**src/rtl/modexp_ctrl.sv**
```systemverilog
// modexp_ctrl: sequencer for RSA decryption m = c^d mod n by left-to-right
// binary square-and-multiply. It latches n/d/c on start and drives one shared
// external modular multiplier through a mul_start/mul_done handshake.
//
// Ports:
//   clk, rst_n            clock, synchronous active-low reset
//   start                 one-cycle request, sampled only in IDLE
//   n, d, c               modulus, private exponent, ciphertext
//   busy                  high from the cycle after accepted start through done
//   done                  one-cycle pulse, m/error valid
//   error                 n==0 or multiplier timeout; held until next start
//   m                     result, held until next result
//   mul_start             one-cycle multiply launch
//   mul_a, mul_b, mul_mod multiplier operands, stable until mul_done
//   mul_done, mul_result  multiplier completion and (a*b) mod n
//
// state    | meaning
// ---------+---------------------------------------------------------
// IDLE     | waiting for start
// LOAD     | trivial-case checks on latched n_r / d_r
// SCAN     | skip leading zero bits of d_r, one bit per cycle
// SQ       | launch r*r
// WAIT_SQ  | wait for square result
// MUL      | launch r*c
// WAIT_MUL | wait for multiply result
// NEXT     | step to next exponent bit or finish
// DONE     | done pulse
module modexp_ctrl #(
  parameter int WIDTH   = 32,
  parameter int TIMEOUT = 1024
) (
  input  logic             clk,
  input  logic             rst_n,
  input  logic             start,
  input  logic [WIDTH-1:0] n,
  input  logic [WIDTH-1:0] d,
  input  logic [WIDTH-1:0] c,
  output logic             busy,
  output logic             done,
  output logic             error,
  output logic [WIDTH-1:0] m,
  output logic             mul_start,
  output logic [WIDTH-1:0] mul_a,
  output logic [WIDTH-1:0] mul_b,
  output logic [WIDTH-1:0] mul_mod,
  input  logic             mul_done,
  input  logic [WIDTH-1:0] mul_result
);

  localparam int IW = $clog2(WIDTH);
  localparam int WW = $clog2(TIMEOUT + 1);

  typedef enum logic [3:0] {
    S_IDLE, S_LOAD, S_SCAN, S_SQ, S_WAIT_SQ, S_MUL, S_WAIT_MUL, S_NEXT, S_DONE
  } state_t;

  state_t           state, state_nxt;
  logic [WIDTH-1:0] n_r, d_r, c_r, r;
  logic [IW-1:0]    idx;
  logic [WW-1:0]    wd;
  logic             d_bit;
  logic             wd_expired;

  assign d_bit = d_r[idx];
  // wd counts completed WAIT cycles; the TIMEOUT-th one without mul_done aborts
  assign wd_expired = (wd == WW'(TIMEOUT - 1)) && !mul_done;

  always_ff @(posedge clk) begin
    if (!rst_n) state <= S_IDLE;
    else        state <= state_nxt;
  end

  always_comb begin
    state_nxt = state;
    unique case (state)
      S_IDLE:     if (start) state_nxt = S_LOAD;
      S_LOAD:     if (n_r == '0 || n_r == WIDTH'(1) || d_r == '0) state_nxt = S_DONE;
                  else state_nxt = S_SCAN;
      S_SCAN:     if (d_bit) state_nxt = S_MUL;
      S_SQ:       state_nxt = S_WAIT_SQ;
      S_WAIT_SQ:  if (mul_done)        state_nxt = d_bit ? S_MUL : S_NEXT;
                  else if (wd_expired) state_nxt = S_DONE;
      S_MUL:      state_nxt = S_WAIT_MUL;
      S_WAIT_MUL: if (mul_done)        state_nxt = S_NEXT;
                  else if (wd_expired) state_nxt = S_DONE;
      S_NEXT:     state_nxt = (idx == '0) ? S_DONE : S_SQ;
      S_DONE:     state_nxt = S_IDLE;
      default:    state_nxt = S_IDLE;
    endcase
  end

  always_comb begin
    busy      = (state != S_IDLE);
    done      = (state == S_DONE);
    mul_start = (state == S_SQ) || (state == S_MUL);
  end

  // Operands are loaded on the transition into SQ/MUL so they are already
  // valid in the mul_start cycle and untouched until the next launch.
  always_ff @(posedge clk) begin
    if (!rst_n) begin
      n_r     <= '0;
      d_r     <= '0;
      c_r     <= '0;
      r       <= '0;
      idx     <= '0;
      wd      <= '0;
      m       <= '0;
      error   <= 1'b0;
      mul_a   <= '0;
      mul_b   <= '0;
      mul_mod <= '0;
    end else begin
      unique case (state)
        S_IDLE: begin
          if (start) begin
            n_r     <= n;
            d_r     <= d;
            c_r     <= c;
            r       <= WIDTH'(1);
            idx     <= IW'(WIDTH - 1);
            error   <= 1'b0;
            mul_mod <= n;
          end
        end
        S_LOAD: begin
          if (n_r == '0) begin
            m     <= '0;
            error <= 1'b1;
          end else if (n_r == WIDTH'(1)) begin
            m <= '0;
          end else if (d_r == '0) begin
            m <= WIDTH'(1);
          end
        end
        S_SCAN: begin
          if (!d_bit) begin
            idx <= idx - 1'b1;
          end else begin
            // leading one: r is 1, so the square is skipped
            mul_a <= r;
            mul_b <= c_r;
          end
        end
        S_SQ, S_MUL: wd <= '0;
        S_WAIT_SQ: begin
          if (mul_done) begin
            r <= mul_result;
            if (d_bit) begin
              mul_a <= mul_result;
              mul_b <= c_r;
            end
          end else begin
            wd <= wd + 1'b1;
            if (wd_expired) begin
              m     <= '0;
              error <= 1'b1;
            end
          end
        end
        S_WAIT_MUL: begin
          if (mul_done) begin
            r <= mul_result;
          end else begin
            wd <= wd + 1'b1;
            if (wd_expired) begin
              m     <= '0;
              error <= 1'b1;
            end
          end
        end
        S_NEXT: begin
          if (idx == '0) begin
            m <= r;
          end else begin
            idx   <= idx - 1'b1;
            mul_a <= r;
            mul_b <= r;
          end
        end
        default: ;
      endcase
    end
  end

endmodule

```
**config.mk**
```make
export PLATFORM = sky130hd
export DESIGN_NAME = modexp_ctrl
export DESIGN_NICKNAME = d
export VERILOG_FILES = /design/src/rtl/modexp_ctrl.sv
export SDC_FILE = /design/constraint.sdc
export NUM_CORES = 1
export LEC_CHECK = 0
export ABC_AREA = 1
export CAP_MARGIN = 40
export CORE_MARGIN = 2
export CORE_UTILIZATION = 50
export DETAILED_ROUTE_END_ITERATION = 8
export PLACE_DENSITY = 0.81
export SYNTH_ARGS = -nofsm -noshare
export SYNTH_HDL_FRONTEND = slang
export SYNTH_SLANG_ARGS = --single-unit
```
**constraint.sdc**
```tcl
create_clock -name clk -period 2 [get_ports clk]
set_input_delay 0.5 -clock clk [delete_from_list [all_inputs] [get_ports clk]]
set_output_delay 0.5 -clock clk [all_outputs]
set_load 0.1 [all_outputs]
```
==> flow_summary.yaml <==
outcome:
  status: "finished, violations left"
  violations: "setup timing"
layout:
  stdcell_count: 2131
  drive_gt1_frac: 0.1650
  nNetsFinal: 1972
  n_fill_cell: 1589
  synthToLayoutAreaGrowth_pct: 43.04
  design_area_sq_mm: 0.01533
route:
  wl_met1_um: 12620
  wirelength_um: 31000
  top_layer_used: "met4"
  drtPass1Iterations: 5
  drc_errors: 0
  routed-wl-met2_um: 14670
  wl_met3_um: 2754
  wl_per_cell_um: 14.55
  routed-via-count: 10990
  drt_iter0_markers: 703
  ant_nets: 0
  via_per_inst: 5.157
sta:
  slew_violations: 0
  fmax_mhz: 470.9
  worst_slack_ns: -0.1237
  fin_crit_ns: 2.124
  hold_violations: 0
  finalCritPeriodShare: 1.062
  skew_ns: 0.01002
  tightest_slew_ns: 0.6104
  max_slew_margin: 0.5893
  rsz0062_at_grt: "true"
  setup_violations: 2
floorplan:
  io_pins: 264
  chipWidth_um: 150.4
  start_util: 0.5098
  fp-row-count: 53
  die_h_um: 150.4
  die_area_sq_mm: 0.02262
  fp.coreArea_sq_mm: 0.02102
clock_tree:
  cts.htree.levels: 1
  cts_made_buffers: 25
  cts_max_path_buffers: 3
  cts.sinks: 245
  cts_hold_buffers: 0
  cts_tree: "done"
  cts_root_buf: "clkbuf_16"
  clkTransAtPathRegs_ns: 0.07
  clk_latency_ns: 0.52
synth:
  syn_area_sq_mm: 0.01072
  synthArstFlopShare: 0
  ys_ff_latch: 245
  synth_nets: 1722
  yosysSeqAreaShare: 0.4577
  synth_flop_cell: "dfxtp_1"
  avgSynthCellArea_sq_um: 6.753
  synth_top_area_frac: 0.4577
  syn_inst: 1587
  ys_warn_count: 0
  synth-edff-count: 0
  synth_top_cell_by_area: "dfxtp_1"
  synth_area_leaders: "dfxtp_1, nand2_1, o21ai_0"
  synth.distinct_cells: 41
critical_path:
  path_max_fanout: 4
  timing.rr.end: "mul_b[9]"
  r2r_slack_ns: 0.07
  rr_startpoint: "state[3]"
  crit_type: "reg2out"
  worstPathArrival_ns: 1.62
  reg2reg_depth: 10
  cp-startpoint: "state[2]"
  critPathCaptureType: "output port"
  cp.required_ns: 1.50
  start_kind: "flop"
  crit_end: "mul_start"
placed_design:
  dp_cells: 2073
  placed_cell_area_sq_mm: 0.01428
  port_buffers: 263
  dpl_worst_slack_ns: -0.2239
  gp_congestion: 0.9019
  dpl.hpwl_um: 21520
run:
  drv_cap: 0
grt:
  grt_first_pass_wirelength_um: 48880
  grt_start_max_net_pins: 90
  antenna_found_initial: 1
  grt_pass1_vias: 10040
  grt_usage: 0.2646
  overflow: 0
worst_hold_path:
  hold_path_class: "in2reg"
[synthesized netlist by cell type, types with 2 or more instances]
library cell	count
inv_1	173
nor2_1	223
nor2_2	2
nor4_1	5
nor3_1	20
dfxtp_1	245
clkbuf_1	62
a21oi_1	145
o21ai_1	2
ha_1	3
buf_2	14
o21ai_0	178
nand3_1	69
buf_1	3
nand2_2	4
a211oi_1	2
nor2_4	2
nand2_1	389
inv_2	4
nand4_1	5
buf_4	17
[metrics by stage]
step | setup TNS, ns | hold WS [ns] | util
after global routing | -1.251 | 0.2749 | 0.7292
after detailed placement | -20.62 | 0.4382 | 0.6791
after global placement | -14.13 | 0.4326 | 0.6791
final | -0.1833 | 0.2786 | 0.7292
after floorplan | -0.5981 | 0.4245 | -
after CTS | -0.2001 | 0.2604 | 0.7228
[logic make-up (layout without fill, tap and decap cells)]
logic type / count (synthesis) / count (layout) / share of synthesized area
buffers and inverters: 276 / 544 / 0.1052
flip-flops: 245 / 245 / 0.4577
AO/OA/AOI/OAI: 337 / 337 / 0.1614
other: 0 / 1 / 0
multiplexers: 1 / 1 / 0.0009341
AND/OR/NAND/NOR: 723 / 723 / 0.2697
XOR/XNOR: 2 / 2 / 0.001635
adder cells (fa/ha/maj): 3 / 3 / 0.003503
[cell usage in the layout, fill, tap and decap left out, drive strengths merged, types with 6 or more instances in the layout]
cell type	count
buf	189
a21oi	147
dfxtp	245
nor3	20
nand2	393
clkinv	6
nand3	69
o21ai	180
clkbuf	34
clkdlybuf4s50	130
nor2	227
inv	179
[cell type report]
type	count	area (sq um)	area share
clock inverters	12	146.4	0.009550
diodes	1	2.502	0.0001633
flip-flops and latches	245	4961	0.3236
clock buffers	33	685.7	0.04473
inverters	179	676.9	0.04416
multi-input cells	1066	4788	0.3124
well taps	275	344.1	0.02245
repair buffers	320	3724	0.2429
[registers in the layout (all words and copies together) (netlist names)]
name   count
mul_a     32
idx        5
error      1
c_r       32
m         32
mul_b     32
wd        11
n_r       32
d_r       32
state      4
r         32
[repair_timing]
item | 4_1_cts | 5_1_grt
cloned | 0 | 1
pin swaps | 5 | 7
endpoints found under the setup margin | 5 | 101
gates resized for setup | 12 | 25
hold endpoints to repair | 0 | 0
buffers inserted | 6 | 5
[how the worst min path moves through the flow]
stage / to / from / slack (ns) / depth (start not counted)
6_report: error / rst_n / 0.28 / 3
2_1_floorplan: c_r[0] / c_r[0] / 0.42 / 2
3_5_place_dp: c_r[31] / c_r[31] / 0.44 / 2
5_1_grt: error / rst_n / 0.27 / 3
3_3_place_gp: c_r[19] / c_r[19] / 0.43 / 2
4_1_cts: error / rst_n / 0.26 / 3
[metal layers]
layer / global-route usage / vias up
li1: - / 5504
met2: 0.4511 / 444
met3: 0.05424 / 72
met1: 0.3326 / 4969
met5: 0 / -
met4: 0.09151 / 0
[critical path, cell delays in order, from the launching register on]
cell and delay (ns):
dfxtp_4 0.35, or2_4 0.28, o22ai_4 0.25, buf_12 0.22
Power is left out: the tool's default activity adds up to more than one toggle a clock period on the data nets, which glitch-free logic cannot reach.
